`src/rtl/alu_pkg.sv`:
```
// Operation encodings shared by the 4-bit ripple ALU slice and its 1-bit cells.
package alu_pkg;

    localparam int unsigned ALU_W = 4;

    typedef enum logic [1:0] {
        OP_AND = 2'b00,
        OP_OR  = 2'b01,
        OP_ADD = 2'b10,
        OP_SLT = 2'b11
    } alu_op_e;

endpackage

```
`src/rtl/alu_1b.sv`:
```
// One ripple ALU cell: optional operand inversion, AND/OR/full-add/less select.
module alu_1b
    import alu_pkg::*;
(
    input  logic    a,
    input  logic    b,
    input  logic    less,
    input  logic    cin,
    input  logic    ainvert,
    input  logic    binvert,
    input  alu_op_e op,
    output logic    result,
    output logic    cout
);

    logic a_eff;
    logic b_eff;
    logic sum;

    always_comb begin
        a_eff  = ainvert ? ~a : a;
        b_eff  = binvert ? ~b : b;
        sum    = a_eff ^ b_eff ^ cin;
        // Carry is produced regardless of op so the chain always reflects the adder.
        cout   = (a_eff & b_eff) | (cin & (a_eff ^ b_eff));
        result = 1'b0;
        unique case (op)
            OP_AND: result = a_eff & b_eff;
            OP_OR:  result = a_eff | b_eff;
            OP_ADD: result = sum;
            OP_SLT: result = less;
        endcase
    end

endmodule

```
`src/rtl/alu_4b.sv`:
```
// Four-bit ALU slice built from four chained alu_1b cells; result and carry-out
// are registered once with an asynchronous active-low clear.
module alu_4b
    import alu_pkg::*;
(
    input  logic             clk,
    input  logic             rst_n,
    output logic [ALU_W-1:0] Y,
    output logic             CarryOut,
    input  logic [ALU_W-1:0] A,
    input  logic [ALU_W-1:0] B,
    input  logic             Less,
    input  logic             CarryIn,
    input  logic             Ainvert,
    input  logic             Binvert,
    input  logic [1:0]       Op
);

    logic [ALU_W:0]   carry;
    logic [ALU_W-1:0] less_vec;
    logic [ALU_W-1:0] y_d;
    logic [ALU_W-1:0] y_q;
    logic             co_d;
    logic             co_q;
    alu_op_e          op_sel;

    assign carry[0] = CarryIn;
    // Only the LSB cell sees the set-less-than input; upper bits read zero.
    assign less_vec = {{(ALU_W-1){1'b0}}, Less};
    assign op_sel   = alu_op_e'(Op);

    genvar i;
    generate
        for (i = 0; i < ALU_W; i++) begin : g_cell
            alu_1b u_cell (
                .a       (A[i]),
                .b       (B[i]),
                .less    (less_vec[i]),
                .cin     (carry[i]),
                .ainvert (Ainvert),
                .binvert (Binvert),
                .op      (op_sel),
                .result  (y_d[i]),
                .cout    (carry[i+1])
            );
        end
    endgenerate

    assign co_d = carry[ALU_W];

    always_ff @(posedge clk or negedge rst_n) begin
        if (!rst_n) begin
            y_q  <= '0;
            co_q <= 1'b0;
        end else begin
            y_q  <= y_d;
            co_q <= co_d;
        end
    end

    assign Y        = y_q;
    assign CarryOut = co_q;

endmodule

```
`config.mk`:
```
export PLATFORM = sky130hd
export DESIGN_NAME = alu_4b
export DESIGN_NICKNAME = d
export VERILOG_FILES = /design/src/rtl/alu_pkg.sv /design/src/rtl/alu_1b.sv /design/src/rtl/alu_4b.sv
export SDC_FILE = /design/constraint.sdc
export NUM_CORES = 1
export LEC_CHECK = 0
export CAP_MARGIN = 5
export CELL_PAD_IN_SITES_DETAIL_PLACEMENT = 0
export CELL_PAD_IN_SITES_GLOBAL_PLACEMENT = 1
export CORE_MARGIN = 2
export CORE_UTILIZATION = 25
export CTS_CLUSTER_DIAMETER = 50
export DETAILED_ROUTE_END_ITERATION = 10
export PLACE_DENSITY = 0.73
export SLEW_MARGIN = 20
export SYNTH_ARGS = -nofsm -noshare
export SYNTH_HDL_FRONTEND = slang
export SYNTH_SLANG_ARGS = --single-unit
```
`constraint.sdc`:
```
create_clock -name clk -period 1 [get_ports clk]
set_clock_uncertainty 0.05 [all_clocks]
set_input_delay 0.2 -clock clk [delete_from_list [all_inputs] [get_ports clk]]
set_output_delay 0.2 -clock clk [all_outputs]
set_load 0.1 [all_outputs]
```
==> impl_metrics.tcl, run 1 <==
set metrics [dict create \
    die_area_sq_um 2410 \
    drc_errors 0 \
    p_leak_nw 0.485 \
    nNetsFinal 117 \
    cts_root_buffer "clkbuf_4" \
    grt-ovfl-total 0 \
    dr.pass1.iters 4 \
    critPathBufInv 4 \
    synth-warning-count 0 \
    routed.top_layer "met4" \
    ctsHtreeMaxLevel 1 \
    layout_common_cells "buf_4, clkdlybuf4s50_1, inv_1" \
    die_width_um 49.1 \
    fin_area_sq_um 1020 \
    setup_ws_ns -1.10 \
    finalHoldViolations 0 \
    drt_iter0_drc 2 \
    critPathMaxFanout 2 \
    rsz0062_at_grt "yes" \
    clock.fmax_mhz 476 \
    cts_tree "done" \
    drtAntennaViolNets 0 \
    pre_cts_ws_ns -1.86 \
    wl_per_cell_um 8.84 \
    clockBufferDepth 2 \
    wl_met2_um 626 \
    status "complete, but fails checks" \
    numClockSinks 5 \
    m1WireLength_um 321 \
    syn_area_sq_um 509 \
    drive_gt1_share_pct 55.7 \
    crit_type "in -> reg" \
    p_comb_share_pct 62.6 \
    failed_checks "setup timing" \
    final_util_pct 52.3 \
    path_cells "buf_8 > xnor2_4 > inv_2 > fa_2 > fa_2 > inv_2 > fa_2 > inv_2 > fa_2 > mux2i_1 > o22ai_1" \
    rows 16 \
    dp_hpwl_um 849 \
    synthArstFlopShare_pct 100 \
    grt_max_degree 8 \
    p_sw_uw 556 \
    core_sq_um 1940 \
    wl_um 1020 \
    slew_violations 0 \
    grt_pass1_vias 460 \
    min_path_type "in -> async" \
    cp-end-kind "flip-flop" \
    synth_nets 75 \
    period_share_pct 210 \
    synth_edf_count 0 \
    gp_congestion 0.693 \
    period_minus_slack_ns 2.10 \
    ioPinCount 21 \
    n_antenna_cell 0 \
    fillers 189 \
    antenna_found_initial 0 \
    cp-start-kind "primary input" \
    crit_family "adder cells" \
    peakVddDrop_mv 0.630 \
    dpl_cell_area_sq_um 922 \
    path_common_cell "fa_2" \
    totalNegativeSetupSlack_ns -3.89 \
    ys_seq_area_share_pct 24.6 \
    clkTransAtPathRegs_ns 0.04 \
    ys_ff_latch 5 \
    finalSetupViolations 10 \
    cts-hold-fix-buffers 0 \
    p_per_area_nw_per_um2 1310 \
    die_y_um 49.1 \
    grt_pass1_wl_um 1590 \
    portBuffers 20 \
    p_int_uw 777 \
    num_vias 449 \
    cap_viol_max_count 0 \
    synth_ff_type "dfrtp_1" \
    clockPowerShare_pct 17.0 \
    cp.arrival_ns 2.21 \
    numCtsBuffers 3 \
    relSlewSlack_pct 81.2 \
    start_util_pct 26.2 \
    final_common_cell "buf_4" \
    tightest_slew_ns 0.281 \
    dr_wl_met3_um 60 \
    areaGrowthSynthToFinish_pct 99.5 \
    yosysUniqueCellTypes 14 \
    power.total_mw 1.33 \
    syn_inst 47 \
    track_usage_pct 8.89 \
    syn_area_per_cell_sq_um 10.8 \
    slowest_delay_ns 0.51 \
    p_sw_share_pct 41.7 \
    viasPerCell 3.90 \
    seqPwrFrac_pct 20.4 \
    slowest_stage "fa_2" \
    worstPathRequired_ns 1.11 \
]
layout make-up:
cell class / count / area [sq um] / share of cell area [%]
inverters: 11 / 41.3 / 4.06
clock buffers: 4 / 26.3 / 2.59
well taps: 27 / 33.8 / 3.33
multi-input cells: 30 / 404 / 39.8
flip-flops and latches: 5 / 130 / 12.8
repair buffers: 38 / 380 / 37.4
kinds of logic (layout without fill, tap and decap cells):
logic type,after synthesis,in the layout,share of synthesized area (%)
buffers and inverters,12,53,9.09
and+or+nand+nor,3,3,3.69
adders and majority gates,12,12,35.4
xor gates and xnor gates,8,8,13.8
AOI/OAI and AO/OA,4,4,5.16
DFF,5,5,24.6
muxes,3,3,8.35
cell usage after synthesis (all sizes together), types with 2 or more instances:
library cell / number / area, sq um
inv: 11 / 41.3
ha: 8 / 100
xor2: 7 / 61.3
dfrtp: 5 / 125
fa: 4 / 80.1
mux2i: 2 / 20.0
nor2b: 2 / 12.5
o22ai: 2 / 12.5
metrics by stage:
step                      hold slack, ns  instances
after floorplan                   -0.146         47
after global placement             0.379        106
after detailed placement           0.381        106
after CTS                          0.124        115
after global routing               0.124        115
final                              0.127        115
power groups by stage:
stage          combinational, mW  sequential (mW)  clock [mW]
2_1_floorplan              0.182            0.520           0
3_3_place_gp               0.774            0.274           0
3_5_place_dp               0.791            0.276           0
4_1_cts                    0.828            0.273       0.241
5_1_grt                    0.882            0.276       0.253
6_report                   0.835            0.272       0.226
routing by layer:
metal  track usage [%]  vias up
li1                  -      219
met1              6.36      213
met2              18.5       15
met3              2.15        2
met4              7.14        0
met5                 0        -
path summary, 6_finish.rpt:
check                      startpoint              to  cells after the start
worst min-delay path            rst_n  Y[3]$_DFF_PN0_                      1
max in group asynchronous       rst_n  Y[1]$_DFF_PN0_                      1
worst max-delay path          Ainvert  Y[3]$_DFF_PN0_                     11
min in group clk                 A[0]  Y[0]$_DFF_PN0_                      5
state kept, by name, summed over array words and instances (netlist names):
| name | cells |
|---|---|
| CarryOut | 1 |
| Y | 4 |
repair_timing:
item                                   4_1_cts  5_1_grt
setup buffers                                5        0
resized for setup                           30        4
setup endpoints to repair                   10       10
endpoints found under the hold margin        0        0
pin swaps                                    4        3
Power figures use the tool's default switching activity.
==> inputs of run 2 (changes only) <==
ABC_AREA = 1   (was not set)
PLACE_DENSITY = 0.74   (was 0.73)
==> run 2 against run 1 <==
Compared with the run above:
- the flow still finishes with violations (setup timing)
- sequential share of layout area shrank 0.92 points
- die area grew 2.5%
- cell count grew 12%
- sequential power about the same
- utilization rose by 3.5 points
- synthesized cell count is 19% higher
- power rose by 1.9%
- critical path type unchanged
==> impl_metrics.tcl, run 2 <==
set metrics [dict create \
    fin_area_sq_um 1090 \
    synthTopCellsByArea "dfrtp_1, ha_1, fa_1" \
    period_share_pct 198 \
    final_common_cell "buf_4" \
    grt_pass1_wl_um 1890 \
    final_util_pct 55.8 \
    grt_pass1_vias 474 \
    ioPinCount 21 \
    clockBufferDepth 2 \
    status "complete, but fails checks" \
    antenna_found_initial 0 \
    seqPwrFrac_pct 20.0 \
    largest_register_ffs 4 \
    grt-ovfl-total 0 \
    p_leak_nw 0.538 \
    core_sq_um 1960 \
    synthArstFlopShare_pct 100 \
    worstPathRequired_ns 1.07 \
    netlist.area_leader.share_pct 23.9 \
    p_int_uw 796 \
    cts_tree "done" \
    synth-warning-count 0 \
    wl_per_cell_um 8.70 \
    relSlewSlack_pct 80.6 \
    ys_seq_area_share_pct 23.9 \
    grt_max_degree 6 \
    cp-end-kind "flip-flop" \
    top_usage_layer "met2" \
    rows 16 \
    layout_common_cells "buf_4, inv_1, clkdlybuf4s50_1" \
    yosysMostFrequentCell "inv_1" \
    tightest_slew_ns 0.289 \
    areaGrowthSynthToFinish_pct 109 \
    slew_violations 0 \
    syn_area_per_cell_sq_um 9.34 \
    drc_errors 0 \
    clockPowerShare_pct 17.1 \
    dpl_cell_area_sq_um 955 \
    grt_util_met3_pct 2.12 \
    finalSetupViolations 10 \
    dp_hpwl_um 1020 \
    nNetsFinal 131 \
    critPathMaxFanout 2 \
    syn_area_sq_um 523 \
    yosysUniqueCellTypes 12 \
    fillers 183 \
    wl_um 1120 \
    die_y_um 49.7 \
    failed_checks "setup timing" \
    num_vias 517 \
    cp.arrival_ns 2.05 \
    syn_inst 56 \
    p_comb_share_pct 62.9 \
    crit_type "in -> reg" \
    numClockSinks 5 \
    rsz0062_at_grt "yes" \
    cap_viol_max_count 0 \
    min_path_type "in -> async" \
    setup_ws_ns -0.977 \
    n_antenna_cell 0 \
    peakVddDrop_mv 0.624 \
    die_area_sq_um 2470 \
    die_width_um 49.7 \
    synth_nets 84 \
    drive_gt1_share_pct 53.9 \
    p_per_area_nw_per_um2 1240 \
    use_met1_pct 10.3 \
    gp_congestion 0.735 \
    drt_iter0_drc 4 \
    met2_usage_pct 19.1 \
    ys_ff_latch 5 \
    viasPerCell 4.01 \
    cp-start-kind "primary input" \
    clkTransAtPathRegs_ns 0.04 \
    yosys-top-cells-count "inv_1, ha_1, nand3_1, xnor2_1" \
    synth_top_area_cell "dfrtp_1" \
    drtAntennaViolNets 0 \
    clock.fmax_mhz 506 \
    p_sw_share_pct 41.4 \
    cts_root_buffer "clkbuf_4" \
    synth_edf_count 0 \
    start_util_pct 26.7 \
    numCtsBuffers 3 \
    finalHoldViolations 0 \
    track_usage_pct 10.6 \
    p_sw_uw 563 \
    portBuffers 20 \
    synth_ff_type "dfrtp_1" \
    dr.pass1.iters 2 \
    period_minus_slack_ns 1.98 \
    ctsHtreeMaxLevel 1 \
]
[run 2: worst paths after layout]
kind / cells after the start / slack (ns) / from / endpoint
min in group clk: 6 / 0.48 / Binvert / Y[0]$_DFF_PN0_
worst max-delay path: 11 / -0.98 / B[0] / Y[3]$_DFF_PN0_
max in group asynchronous: 1 / 0.58 / rst_n / CarryOut$_DFF_PN0_
worst min-delay path: 1 / 0.12 / rst_n / Y[1]$_DFF_PN0_
[run 2: final cells by class]
type                       instances  area (sq um)  area share (%)
clock buffer                       4          26.3            2.40
inverter                          12          45.0            4.11
multi-input combinational         38           428            39.1
sequential                         5           130            11.9
tap                               27          33.8            3.09
timing repair buffer              43           432            39.4
[run 2: repair_timing]
action / in CTS / in global routing
pin swaps: 9 / 9
setup endpoints to repair: 10 / 10
gates resized for setup: 29 / 14
buffers inserted: 4 / 1
hold buffers: 0 / 0
[run 2: logic make-up (layout without fill, tap and decap cells)]
kind of cell | count (synthesis) | count (layout) | synth area share (%)
fa+ha+maj | 12 | 12 | 34.5
simple gates | 18 | 18 | 18.7
xor+xnor | 8 | 8 | 13.4
buf+inv | 13 | 59 | 9.57
flops | 5 | 5 | 23.9
[run 2: power groups by stage]
| stage | clock network [mW] | registers [mW] | logic [mW] |
|---|---|---|---|
| 4_1_cts | 0.244 | 0.273 | 0.831 |
| 5_1_grt | 0.250 | 0.276 | 0.912 |
| 3_5_place_dp | 0 | 0.276 | 0.789 |
| 2_1_floorplan | 0 | 0.513 | 0.181 |
| 3_3_place_gp | 0 | 0.273 | 0.776 |
| 6_report | 0.233 | 0.271 | 0.855 |
[run 2: per-stage QoR]
stage	std cells	hold WS [ns]	power, mW	TNS [ns]	setup WS (ns)
after floorplan	56	-0.146	0.694	-4.20	-1.19
after global placement	120	0.378	1.05	-6.41	-1.64
after detailed placement	120	0.381	1.07	-6.53	-1.69
after CTS	128	0.122	1.35	-3.81	-1.09
after global routing	129	0.137	1.44	-3.69	-1.04
final	129	0.121	1.36	-3.30	-0.977
[run 2: layer usage]
metal / wire (um) / part of all wire (%) / vias to the layer above
li1: - / - / 260
met1: 406 / 36 / 237
met2: 631 / 56 / 18
met3: 64 / 5.7 / 2
met4: 19 / 1.7 / 0
met5: 0 / 0 / -
[run 2: critical path: stages]
cell,delay [ns]
buf_8,0.10
xnor2_4,0.15
inv_2,0.06
fa_2,0.33
fa_2,0.34
inv_2,0.06
fa_2,0.18
inv_2,0.04
fa_1,0.43
nand3_1,0.09
nand3_1,0.06
